`src/rtl/avalon_bridge_pkg.sv`:
```
// Shared types and constants for the Avalon stall-injection bridge.
package avalon_bridge_pkg;

  typedef enum logic [1:0] {
    IDLE,
    STALL,
    FORWARD,
    RESPOND
  } state_e;

  typedef enum logic {
    OP_READ,
    OP_WRITE
  } op_e;

  localparam int unsigned WAIT_W    = 4;
  localparam logic [15:0] LFSR_TAPS = 16'hB400;

  function automatic logic [WAIT_W-1:0] clamp_wait(
    input logic [WAIT_W-1:0] raw,
    input logic [WAIT_W-1:0] lim
  );
    return (raw > lim) ? lim : raw;
  endfunction

endpackage

```
`src/rtl/lfsr16.sv`:
```
// Free-running 16-bit Fibonacci LFSR (taps 16,14,13,11), feedback into bit 0.
module lfsr16
  import avalon_bridge_pkg::*;
#(
  parameter logic [15:0] SEED = 16'hACE1
) (
  input  logic        clk,
  input  logic        reset,
  output logic [15:0] state_o
);

  logic [15:0] lfsr_q, lfsr_d;

  always_comb begin
    lfsr_d = {lfsr_q[14:0], ^(lfsr_q & LFSR_TAPS)};
  end

  always_ff @(posedge clk) begin
    if (reset) lfsr_q <= SEED;
    else       lfsr_q <= lfsr_d;
  end

  assign state_o = lfsr_q;

endmodule

```
`src/rtl/avalon_stall_bridge.sv`:
```
// Avalon-MM bridge between CPU master and RAM slave that latches each request,
// stalls it for a fixed or LFSR-drawn number of cycles, then forwards it.
module avalon_stall_bridge
  import avalon_bridge_pkg::*;
#(
  parameter int unsigned RANDOM_WAIT = 0,
  parameter int unsigned FIXED_WAIT  = 0,
  parameter int unsigned MAX_WAIT    = 7,
  parameter logic [15:0] LFSR_SEED   = 16'hACE1
) (
  input  logic        clk,
  input  logic        reset,
  input  logic [31:0] cpu_address,
  input  logic        cpu_read,
  input  logic        cpu_write,
  input  logic [31:0] cpu_writedata,
  input  logic [3:0]  cpu_byteenable,
  output logic [31:0] cpu_readdata,
  output logic        cpu_waitrequest,
  output logic [31:0] mem_address,
  output logic        mem_read,
  output logic        mem_write,
  output logic [31:0] mem_writedata,
  output logic [3:0]  mem_byteenable,
  input  logic [31:0] mem_readdata,
  input  logic        mem_waitrequest,
  output logic [15:0] txn_count
);

  localparam logic [WAIT_W-1:0] FIXED_W = FIXED_WAIT[WAIT_W-1:0];
  localparam logic [WAIT_W-1:0] MAX_W   = MAX_WAIT[WAIT_W-1:0];

  state_e            state_q, state_d;
  op_e               op_q, op_d;
  logic [WAIT_W-1:0] cnt_q, cnt_d;
  logic [31:0]       addr_q, addr_d;
  logic [31:0]       wdata_q, wdata_d;
  logic [3:0]        be_q, be_d;
  logic [31:0]       rdata_q, rdata_d;
  logic              mem_rd_q, mem_rd_d;
  logic              mem_wr_q, mem_wr_d;
  logic [15:0]       txn_q, txn_d;

  logic [15:0]       lfsr;
  logic [15:0]       lfsr_unused;
  logic [WAIT_W-1:0] n_wait;

  lfsr16 #(.SEED(LFSR_SEED)) u_lfsr (
    .clk     (clk),
    .reset   (reset),
    .state_o (lfsr)
  );

  // Only the low nibble feeds the stall count; the rest just keeps the sequence long.
  assign lfsr_unused = lfsr;

  always_comb begin
    if (RANDOM_WAIT != 0) n_wait = clamp_wait(lfsr[WAIT_W-1:0], MAX_W);
    else                  n_wait = FIXED_W;
  end

  always_comb begin
    state_d  = state_q;
    op_d     = op_q;
    cnt_d    = cnt_q;
    addr_d   = addr_q;
    wdata_d  = wdata_q;
    be_d     = be_q;
    rdata_d  = rdata_q;
    mem_rd_d = mem_rd_q;
    mem_wr_d = mem_wr_q;
    txn_d    = txn_q;

    unique case (state_q)
      IDLE: begin
        if (cpu_read || cpu_write) begin
          addr_d  = cpu_address;
          wdata_d = cpu_writedata;
          be_d    = cpu_byteenable;
          op_d    = cpu_write ? OP_WRITE : OP_READ;
          cnt_d   = n_wait;
          if (n_wait != '0) begin
            state_d = STALL;
          end else begin
            // Strobes are registered, so they must be set on the edge entering FORWARD.
            state_d  = FORWARD;
            mem_rd_d = !cpu_write;
            mem_wr_d = cpu_write;
          end
        end
      end
      STALL: begin
        cnt_d = cnt_q - 1'b1;
        if (cnt_q == WAIT_W'(1)) begin
          state_d  = FORWARD;
          mem_rd_d = (op_q == OP_READ);
          mem_wr_d = (op_q == OP_WRITE);
        end
      end
      FORWARD: begin
        if (!mem_waitrequest) begin
          if (op_q == OP_READ) rdata_d = mem_readdata;
          mem_rd_d = 1'b0;
          mem_wr_d = 1'b0;
          state_d  = RESPOND;
        end
      end
      RESPOND: begin
        if (txn_q != '1) txn_d = txn_q + 16'd1;
        state_d = IDLE;
      end
      default: state_d = IDLE;
    endcase
  end

  always_ff @(posedge clk) begin
    if (reset) begin
      state_q  <= IDLE;
      op_q     <= OP_READ;
      cnt_q    <= '0;
      addr_q   <= '0;
      wdata_q  <= '0;
      be_q     <= '0;
      rdata_q  <= '0;
      mem_rd_q <= 1'b0;
      mem_wr_q <= 1'b0;
      txn_q    <= '0;
    end else begin
      state_q  <= state_d;
      op_q     <= op_d;
      cnt_q    <= cnt_d;
      addr_q   <= addr_d;
      wdata_q  <= wdata_d;
      be_q     <= be_d;
      rdata_q  <= rdata_d;
      mem_rd_q <= mem_rd_d;
      mem_wr_q <= mem_wr_d;
      txn_q    <= txn_d;
    end
  end

  assign cpu_waitrequest = (state_q != RESPOND);
  assign cpu_readdata    = rdata_q;
  assign mem_address     = addr_q;
  assign mem_read        = mem_rd_q;
  assign mem_write       = mem_wr_q;
  assign mem_writedata   = wdata_q;
  assign mem_byteenable  = be_q;
  assign txn_count       = txn_q;

endmodule

```
`config.mk`:
```
export PLATFORM = sky130hd
export DESIGN_NAME = avalon_stall_bridge
export DESIGN_NICKNAME = d
export VERILOG_FILES = /design/src/rtl/avalon_bridge_pkg.sv /design/src/rtl/lfsr16.sv /design/src/rtl/avalon_stall_bridge.sv
export SDC_FILE = /design/constraint.sdc
export NUM_CORES = 1
export LEC_CHECK = 0
export BUFFER_PORTS_ARGS = -buffer_cell sky130_fd_sc_hd__buf_2
export CAP_MARGIN = 0
export CORE_MARGIN = 3
export CORE_UTILIZATION = 50
export DETAILED_ROUTE_END_ITERATION = 7
export PLACE_DENSITY = 0.87
export SLEW_MARGIN = 0
export SYNTH_ARGS = -nofsm -noshare
export SYNTH_HDL_FRONTEND = slang
export SYNTH_HIERARCHICAL = 1
export SYNTH_SLANG_ARGS = --single-unit
```
`constraint.sdc`:
```
create_clock -name clk -period 5.1 [get_ports clk]
set_input_delay 0.51 -clock clk [delete_from_list [all_inputs] [get_ports clk]]
set_output_delay 0.51 -clock clk [all_outputs]
set_load 0.01 [all_outputs]
```
==> reports/metrics.yaml <==
power_and_ir_drop:
  total_power_mw: 2.729
  powerDensity_nw_per_um2: 414.3
  p_leak_nw: 3.031
  p_sw_frac: 0.2874
  power.internal_mw: 1.944
  vdd.ir_drop.worst_v: 0.0002922
  seqPwrFrac: 0.409
  p_sw_mw: 0.7842
  p_comb_frac: 0.165
  clkPwrFrac: 0.425
clock_tree:
  cts_num_sinks: 125
  cts-htree-levels: 4
  cts_buffers: 17
  cts.path.max_buffers: 2
  cts_tree: "yes"
  cts_setup_buffers: 0
  clk_pin_slew_ps: 60
  postCtsHoldBufs: 0
  root_buffer: "clkbuf_8"
  cts_repair_resize_count: 0
  clk-insertion-delay-late_ps: 490
final_layout:
  nets: 926
  drive_above_1_share: 0.3261
  antenna_cells: 0
  syn_to_final_growth_pct: 35.78
worst_setup_path:
  cp-start-kind: "register"
  crit_required_ps: 5480
  path_max_fanout: 44
  arrival_ps: 2740
  r2r_cells: 7
  end_kind: "register"
  path_class: "reg2reg"
timing:
  tightest_slew_ps: 1081
  finalHoldViolCount: 0
  setup_violations: 0
  slew_headroom: 0.2796
  max_freq_mhz: 423.8
  skew_ps: 9.837
  layout_min_cycle_time_ps: 2360
  final_max_slew_viol_count: 0
  rsz0062_at_grt: "false"
  setup_tns_ps: 0
  fin_crit_sh: 0.4627
floorplan:
  die-height_um: 104.5
  die_area_um2: 10920
  rows: 35
  coreArea_um2: 9328
  die_w_um: 104.5
  initial_core_util: 0.5201
  io_pins: 224
detailed_routing:
  ant_nets: 0
  vias_per_cell: 5.183
  first_pass_iters: 5
  routed_wl_mm: 13.70
  vias: 4945
  wl_per_cell_um: 14.36
  drtIter0Drc: 292
  drc_errors: 0
synthesis:
  synth.distinct_cells: 49
  synth-warning-count: 6
  asyncSetResetFlopFracSynth: 0
  syn_area_um2: 4851
  synth_area_leaders: "dfxtp_1 52%, nand2_1 16%, a21oi_1 11%"
  synth_flop_cell: "dfxtp_1"
  syn_inst: 605
  post-synth-top-area-cell: "dfxtp_1"
  yosysTopAreaCellShare: 0.5159
  ys_seq_elements: 125
  synth.avg_cell_area_um2: 8.018
  yosysSeqAreaShare: 0.5159
  synth_edf_count: 0
  syn_nets: 719
global_routing:
  antenna_found_initial: 0
  grt_pass1_vias: 4646
  grt_remaining_overflow: 0
  grt_max_degree: 78
  grt_usage: 0.2452
  grt_pass1_wl_mm: 22.06
placed_design:
  gp_congestion: 0.9195
  portBuffers: 223
  dp_hpwl_mm: 9.627
min_path:
  hold_class: "in2reg"
  hold_depth: 3
run:
  drv_cap: 0
run_status:
  status: "completed"
## power by group through the flow
stage,combinational [mW],sequential (mW),clock [mW]
after global routing,0.501,1.13,1.23
after CTS,0.454,1.12,1.18
after floorplan,0.233,1.17,0
after global placement,0.434,1.13,0
final,0.452,1.12,1.16
after detailed placement,0.449,1.13,0
## final cells by class
class / instances / area (um^2)
Inverter: 8 / 30.03
Fill cell: 738 / 2741
Clock inverter: 14 / 157.7
Tap cell: 129 / 161.4
Multi-Input combinational cell: 434 / 2176
Timing Repair Buffer: 226 / 1141
Clock buffer: 18 / 417.9
Sequential cell: 125 / 2502
## cell families (layout without fill, tap and decap cells)
kind of cell,after synthesis,after routing,share of synthesized area
mux,6,6,0.01290
compound gates,141,141,0.1648
xor+xnor,2,2,0.003612
fa+ha+maj,9,9,0.02321
buf+inv,46,266,0.03817
flops,125,125,0.5159
simple gates,276,276,0.2414
## through the flow
step / hold slack [ps] / area, um^2 / instances / util / worst slack [ps]
2_1_floorplan: 457.7 / 4851 / 605 / - / 3339
3_3_place_gp: 438.6 / 6011 / 922 / 0.6444 / 2905
3_5_place_dp: 444.3 / 6011 / 922 / 0.6444 / 2759
4_1_cts: 221.7 / 6586 / 954 / 0.7061 / 2736
5_1_grt: 226.1 / 6586 / 954 / 0.7061 / 2524
6_report: 247.0 / 6586 / 954 / 0.7061 / 2740
## Yosys cell counts, drive strengths merged, types with 3 or more instances
library cell and n:
nand2 212, a21oi 108, nand2b 5, clkbuf 33, and2 3, buf 5, nor4 5, a211oi 5
and3 4, mux2i 4, ha 9, nor2b 3, inv 8, nor2 18, a31oi 4, dfxtp 125
nor3 7, o21ai 9, nand3 6
## per-layer routing
layer,vias up,GRT usage,share of wire
met5,-,0,0
met4,0,0.09687,0.018
met3,20,0.07635,0.076
met2,194,0.4202,0.50
met1,2297,0.2846,0.41
li1,2434,-,-
## worst max-delay path: stages, from the launching register on
cell	delay (ps)
dfxtp_1	360
inv_1	130
ha_1	290
o21a_2	510
buf_4	480
o21ai_0	220
xor2_1	190
nor2_1	60
## cells in the final DEF, fill, tap and decap left out, types with 3 or more instances in the layout
cell          n
a211oi_1      5
a21oi_1     108
a31oi_1       4
and3_1        3
buf_2       222
buf_4         4
clkbuf_16    16
clkinvlp_4    3
dfxtp_1     125
ha_1          9
inv_1         8
inv_6         6
mux2i_1       4
nand2_1     212
nand2b_1      5
nand3_1       6
nor2_1       18
nor2b_1       3
nor3_1        7
nor4_1        5
o21ai_0       8
## state kept, by name, summed over array words and instances, names as in the netlist
register        flops
mem_address        32
txn_count          16
mem_write           1
state_q             2
cnt_q               4
mem_byteenable      4
op_q                1
cpu_readdata       32
mem_writedata      32
mem_read            1
## worst paths after layout
path	startpoint	endpoint	slack (ps)
worst max-delay path	state_q[0]	cnt_q[3]	2740
worst min-delay path	mem_readdata[16]	cpu_readdata[16]	250
worst max register to register	state_q[0]	cnt_q[3]	2740
worst min register to register	mem_address[20]	mem_address[20]	450
Power figures use the tool's default switching activity.
